<file path="config.mk">
export PLATFORM = sky130hd
export DESIGN_NAME = mem_stage_access_ctrl
export DESIGN_NICKNAME = d
export VERILOG_FILES = /design/src/rtl/mem_stage_access_ctrl.sv
export SDC_FILE = /design/constraint.sdc
export NUM_CORES = 1
export LEC_CHECK = 0
export CAP_MARGIN = 20
export CORE_MARGIN = 10
export CORE_UTILIZATION = 47
export DETAILED_ROUTE_END_ITERATION = 8
export GPL_TIMING_DRIVEN = 0
export PLACE_DENSITY = 0.9
export SLEW_MARGIN = 30
export SYNTH_ARGS = -nofsm -noshare
export SYNTH_HDL_FRONTEND = slang
export SYNTH_SLANG_ARGS = --single-unit
</file>
<file path="constraint.sdc">
create_clock -name clk -period 10.29 [get_ports clk]
set_input_delay 1.5435 -clock clk [delete_from_list [all_inputs] [get_ports clk]]
set_output_delay 1.5435 -clock clk [all_outputs]
set_load 0.02 [all_outputs]
</file>
<file path="src/rtl/mem_stage_access_ctrl.sv">
// M-stage data memory / IO access controller.
// Multi-cycle req/ack handshake with stall, misalign and timeout.
module mem_stage_access_ctrl #(
  parameter int ADDR_W = 32,
  parameter logic [ADDR_W-1:0] IO_BASE = ADDR_W'(32'h0000_7F00),
  parameter int TIMEOUT = 16,
  parameter int CNT_W = 5
) (
  input  logic              clk,
  input  logic              reset,
  input  logic              req_valid,
  input  logic              req_we,
  input  logic [1:0]        req_size,
  input  logic              req_signed,
  input  logic [ADDR_W-1:0] req_addr,
  input  logic [31:0]       req_wdata,
  output logic              stall,
  output logic              done,
  output logic              rdata_valid,
  output logic [31:0]       rdata,
  output logic              misalign,
  output logic              bus_err,
  output logic              mem_req,
  output logic              io_req,
  output logic              dev_we,
  output logic [3:0]        dev_be,
  output logic [ADDR_W-1:0] dev_addr,
  output logic [31:0]       dev_wdata,
  input  logic              mem_ack,
  input  logic              io_ack,
  input  logic [31:0]       mem_rdata,
  input  logic [31:0]       io_rdata
);

  typedef enum logic [1:0] {
    IDLE     = 2'd0,
    MEM_WAIT = 2'd1,
    IO_WAIT  = 2'd2,
    DONE     = 2'd3
  } state_t;

  localparam logic [CNT_W-1:0] TO_LAST =
    CNT_W'(TIMEOUT - 1);

  state_t state_q, state_d;

  logic              we_q;
  logic [1:0]        size_q;
  logic              signed_q;
  logic [1:0]        lo_q;
  logic [3:0]        be_q;
  logic [ADDR_W-1:0] addr_q;
  logic [31:0]       wdata_q;
  logic [CNT_W-1:0]  cnt_q;
  logic [31:0]       rdata_q;
  logic              err_q;

  logic        mis;
  logic        is_io;
  logic        accept;
  logic        hit_ack;
  logic        expire;
  logic        to_hit;
  logic [3:0]  be_d;
  logic [31:0] wdata_d;
  logic [31:0] ack_word;
  logic [31:0] shifted;
  logic [7:0]  lane_b;
  logic [15:0] lane_h;
  logic [31:0] load_ext;

  assign mis = (req_size == 2'b01 && req_addr[0])
            || (req_size[1] && req_addr[1:0] != 2'b00);
  assign is_io  = (req_addr >= IO_BASE);
  assign to_hit = (TIMEOUT != 0) && (cnt_q == TO_LAST);

  assign dev_we    = we_q;
  assign dev_be    = be_q;
  assign dev_addr  = addr_q;
  assign dev_wdata = wdata_q;

  // byte-enable and store-lane decode of the incoming request
  always_comb begin
    be_d    = 4'b1111;
    wdata_d = req_wdata;
    unique case (1'b1)
      req_size == 2'b00: begin
        be_d    = 4'b0001 << req_addr[1:0];
        wdata_d = {4{req_wdata[7:0]}};
      end
      req_size == 2'b01: begin
        be_d    = req_addr[1] ? 4'b1100 : 4'b0011;
        wdata_d = {2{req_wdata[15:0]}};
      end
      default: begin
        be_d    = 4'b1111;
        wdata_d = req_wdata;
      end
    endcase
  end

  // lane select and extension of the acked read word
  always_comb begin
    ack_word = (state_q == IO_WAIT) ? io_rdata : mem_rdata;
    shifted  = ack_word >> {lo_q, 3'b000};
    lane_b   = shifted[7:0];
    lane_h   = lo_q[1] ? ack_word[31:16] : ack_word[15:0];
    load_ext = ack_word;
    unique case (1'b1)
      size_q == 2'b00:
        load_ext = {{24{signed_q & lane_b[7]}}, lane_b};
      size_q == 2'b01:
        load_ext = {{16{signed_q & lane_h[15]}}, lane_h};
      default:
        load_ext = ack_word;
    endcase
  end

  // state register
  always_ff @(posedge clk or posedge reset) begin
    if (reset) state_q <= IDLE;
    else       state_q <= state_d;
  end

  // next state and handshake outputs
  always_comb begin
    state_d     = state_q;
    stall       = 1'b0;
    done        = 1'b0;
    rdata_valid = 1'b0;
    rdata       = '0;
    misalign    = 1'b0;
    bus_err     = 1'b0;
    mem_req     = 1'b0;
    io_req      = 1'b0;
    accept      = 1'b0;
    hit_ack     = 1'b0;
    expire      = 1'b0;
    unique case (state_q)
      IDLE: begin
        if (req_valid && !reset) begin
          if (mis) begin
            misalign = 1'b1;
          end else begin
            stall   = 1'b1;
            accept  = 1'b1;
            state_d = is_io ? IO_WAIT : MEM_WAIT;
          end
        end
      end
      MEM_WAIT: begin
        mem_req = 1'b1;
        stall   = 1'b1;
        if (mem_ack) begin
          hit_ack = 1'b1;
          state_d = DONE;
        end else if (to_hit) begin
          expire  = 1'b1;
          state_d = DONE;
        end
      end
      IO_WAIT: begin
        io_req = 1'b1;
        stall  = 1'b1;
        if (io_ack) begin
          hit_ack = 1'b1;
          state_d = DONE;
        end else if (to_hit) begin
          expire  = 1'b1;
          state_d = DONE;
        end
      end
      DONE: begin
        done        = 1'b1;
        rdata_valid = !we_q && !err_q;
        bus_err     = err_q;
        rdata       = rdata_q;
        state_d     = IDLE;
      end
      default: state_d = IDLE;
    endcase
  end

  // request capture, wait counter and result capture
  always_ff @(posedge clk or posedge reset) begin
    if (reset) begin
      we_q     <= 1'b0;
      size_q   <= 2'b00;
      signed_q <= 1'b0;
      lo_q     <= 2'b00;
      be_q     <= 4'b0000;
      addr_q   <= '0;
      wdata_q  <= '0;
      cnt_q    <= '0;
      rdata_q  <= '0;
      err_q    <= 1'b0;
    end else if (accept) begin
      we_q     <= req_we;
      size_q   <= req_size;
      signed_q <= req_signed;
      lo_q     <= req_addr[1:0];
      be_q     <= be_d;
      addr_q   <= {req_addr[ADDR_W-1:2], 2'b00};
      wdata_q  <= wdata_d;
      cnt_q    <= '0;
      rdata_q  <= '0;
      err_q    <= 1'b0;
    end else if (hit_ack) begin
      rdata_q <= we_q ? 32'h0 : load_ext;
      err_q   <= 1'b0;
    end else if (expire) begin
      rdata_q <= '0;
      err_q   <= 1'b1;
    end else if (state_q == MEM_WAIT
              || state_q == IO_WAIT) begin
      cnt_q <= cnt_q + 1'b1;
    end
  end

endmodule

</file>
==> summary.txt <==
Detailed routing
  – Post-DR wirelength/cell: 20.4 um
  – Vias: 5848
  – Initial drt markers: 388
  – ANT nets after route: 0
  – Total Wirelength: 21.9 mm
  – Drc violations: 0
  – Vias per inst: 5.45
  – First-pass DRT Iterations: 5

Clock network
  – Clock latency on the worst-skew pair: 350 ps
  – CTS tree: built
  – Root buffer cell: clkbuf_16
  – Deepest clock path buffer count: 2
  – CTS Buf Count: 9
  – Clock transition at path regs: 70 ps
  – Setup Buffers After CTS: 0
  – CTS H-Tree Depth: 3
  – Hold_buf cts: 0
  – Post-CTS sizing: 0
  – Sink Count: 112

Power
  – Maximum VDD drop: 0.000167 V
  – P per Cell Area: 271 nW/um^2
  – Leak pwr: 3.97 nW

Synthesis
  – Synthesized area: 6020 um^2
  – Simple-gate area share of the yosys netlist: 20.2%
  – Syn_area_per_cell: 9.30 um^2
  – Largest family of logic cells by synthesized area: simple AND/OR/NAND/NOR gates
  – Post-synthesis mux area share: 13.0%
  – Leading area contributor after synthesis: dfrtp_1
  – Compound-Gate Fraction of Synth Area: 13.7%
  – Syn Inst Count: 647
  – YS warnings: 0
  – Cell variety after synth: 51
  – Most used DFF post-synth: dfrtp_1
  – Post-synthesis adder-cell area fraction: 1.46%
  – FFs w/ async S/R, synth: 100%
  – Seq cells post-synth: 112
  – Sequential area share after synthesis: 46.6%
  – EDFF count, synth: 0
  – Synth top area share: 46.6%
  – Post-synthesis xor/xnor area fraction: 0.582%
  – Cells taking the most area after synthesis: dfrtp_1, nand2_1, mux2i_1, a32o_1, and2_1

Finish
  – Design Area, Final: 8950 um^2
  – Most frequent cells in the layout: clkdlybuf4s50_1, nand2_1, dfrtp_1
  – Nets@finish: 1043
  – P&R area growth vs syn: 48.8%
  – Commonest non-fill, non-tap cell in the layout: clkdlybuf4s50_1
  – Layout fillers: 942
  – Number of diodes: 0
  – Final core occ: 71.2%
  – Layout cells sized above 1: 5.43%

Job
  – Number of maximum-capacitance violations: 0

Hold path
  – Hold path depth: 2
  – Worst Hold End: dev_addr[15]
  – Critical hold path startpoint: dev_addr[15]
  – Hold crit path type: flip-flop to flip-flop

Timing
  – Skew final: 6.25 ps
  – Final count of negative-setup-slack endpoints: 0
  – Final Hold Vio Count: 0
  – Slew @ Worst Pin: 774 ps
  – Rel. slew slack: 48.4%
  – Fin Setup TNS: 0 ps
  – Final Critical Period: 5830 ps
  – RSZ-0062 raised after global routing: false
  – Fin worst setup slack: 4460 ps
  – Fmax: 0.171 GHz
  – Period utilisation layout: 56.7%
  – Pins Over Slew Limit: 0

Critical path
  – R2r startpoint: state_q[0]
  – CP required: 8750 ps
  – CP Max Fanout: 10
  – Critical path arrival: 4290 ps
  – Critical path class: input port to output port
  – R2r worst-path depth: 8
  – Reg2reg end: rdata_q[24]
  – Crit path launch type: input port
  – Worst reg2reg setup slack: 7660 ps
  – Setup crit end kind: output port

GRT
  – Total GRT Usage: 24.1%
  – First-pass GRT wire length: 33.8 mm
  – Grt ovf: 0
  – Vias in the first global route: 6177
  – Largest net degree at the start of global routing: 61
  – Antenna violations before repair: 0

Status
  – Run status: finished, final reports clean

Floorplan
  – Die area: 17700 um^2
  – Initial core utilization: 47.9%
  – Die width: 133 um
  – IO Pins: 245
  – Die height: 133 um
  – Core Area: 12600 um^2
  – Row cnt: 41

Place
  – Placer Congestion: 0.886
  – Post-place instance area: 8660 um^2
  – Dpl hpwl: 17.4 mm
  – Pre-CTS setup slack: 4540 ps
  – Port Buffers: 239
==> critical path, cell delays in order <==
cell             delay [ps]
clkdlybuf4s50_1         620
o21ai_1                 170
nand3_1                 260
clkbuf_1                400
clkbuf_1                510
a21oi_1                 160
clkdlybuf4s50_1         620
==> synthesized netlist by cell type, types with 2 or more instances <==
cell type	count
a22oi_1	6
nor3_1	3
nor2b_1	3
buf_2	7
xnor2_1	2
and2_1	34
or2_2	5
clkbuf_1	33
xor2_1	2
dfrtp_1	112
nand4_1	3
nand2_1	187
ha_1	7
a32o_1	32
buf_1	2
a21oi_1	20
buf_4	5
nor2_1	20
nor3b_1	2
o221ai_1	2
mux2i_1	58
o21ai_0	40
o211ai_1	4
and3_1	5
nand2b_1	2
inv_1	10
mux4_2	7
buf_6	2
mux2_2	4
nand3_1	5
nor4_1	3
==> through the flow <==
stage | std cells | total power [mW] | hold WS [ps]
final | 1074 | 2.43 | 477
after global placement | 1059 | 2.05 | 457
after floorplan | 648 | 1.51 | 458
after global routing | 1074 | 2.58 | 499
after CTS | 1074 | 2.44 | 480
after detailed placement | 1060 | 2.09 | 461
==> how the worst max path moves through the flow <==
stage / from / to / slack, ps / cells past startpoint
2_1_floorplan: reset / state_q[0] / 5500 / 4
3_3_place_gp: reset / state_q[1] / 3770 / 5
3_5_place_dp: req_addr[1] / stall / 4540 / 7
4_1_cts: req_addr[1] / stall / 4520 / 7
5_1_grt: req_addr[1] / stall / 4350 / 7
6_report: req_addr[1] / stall / 4460 / 7
==> routing by layer <==
metal	vias up	GRT usage, %	part of all wire [%]
li1	2752	-	-
met1	2789	27.1	39
met2	278	40.8	48
met3	29	9.51	11
met4	0	8.22	2.0
met5	-	0	0
==> cells by family after synthesis <==
group | count (synthesis)
flip-flops | 112
XOR/XNOR | 4
AO/OA/AOI/OAI | 118
adder cells (fa/ha/maj) | 7
multiplexers | 69
other | 1
buffers and inverters | 59
AND/OR/NAND/NOR | 277
==> sequential cells by signal (all words and copies together), names as in the netlist <==
signal / count
err_q: 1
dev_we: 1
cnt_q: 5
dev_addr: 30
rdata_q: 32
signed_q: 1
lo_q: 2
size_q: 2
dev_be: 4
state_q: 2
dev_wdata: 32
==> area by class of cell <==
type | count | area [um^2] | share of cell area [%]
inverters | 10 | 45.0 | 0.503
flip-flops and latches | 112 | 2800 | 31.3
multi-input cells | 477 | 2960 | 33.0
plain buffers | 49 | 226 | 2.53
repair buffers | 240 | 2420 | 27.0
clock inverters | 5 | 60.1 | 0.671
well taps | 172 | 215 | 2.40
clock buffers | 9 | 225 | 2.52
==> report_power, final <==
part | internal, mW | switching [mW]
Combinational | 0.599 | 0.741
Clock | 0.187 | 0.160
Sequential | 0.631 | 0.110
No activity file was read; power rests on OpenSTA's default activity.
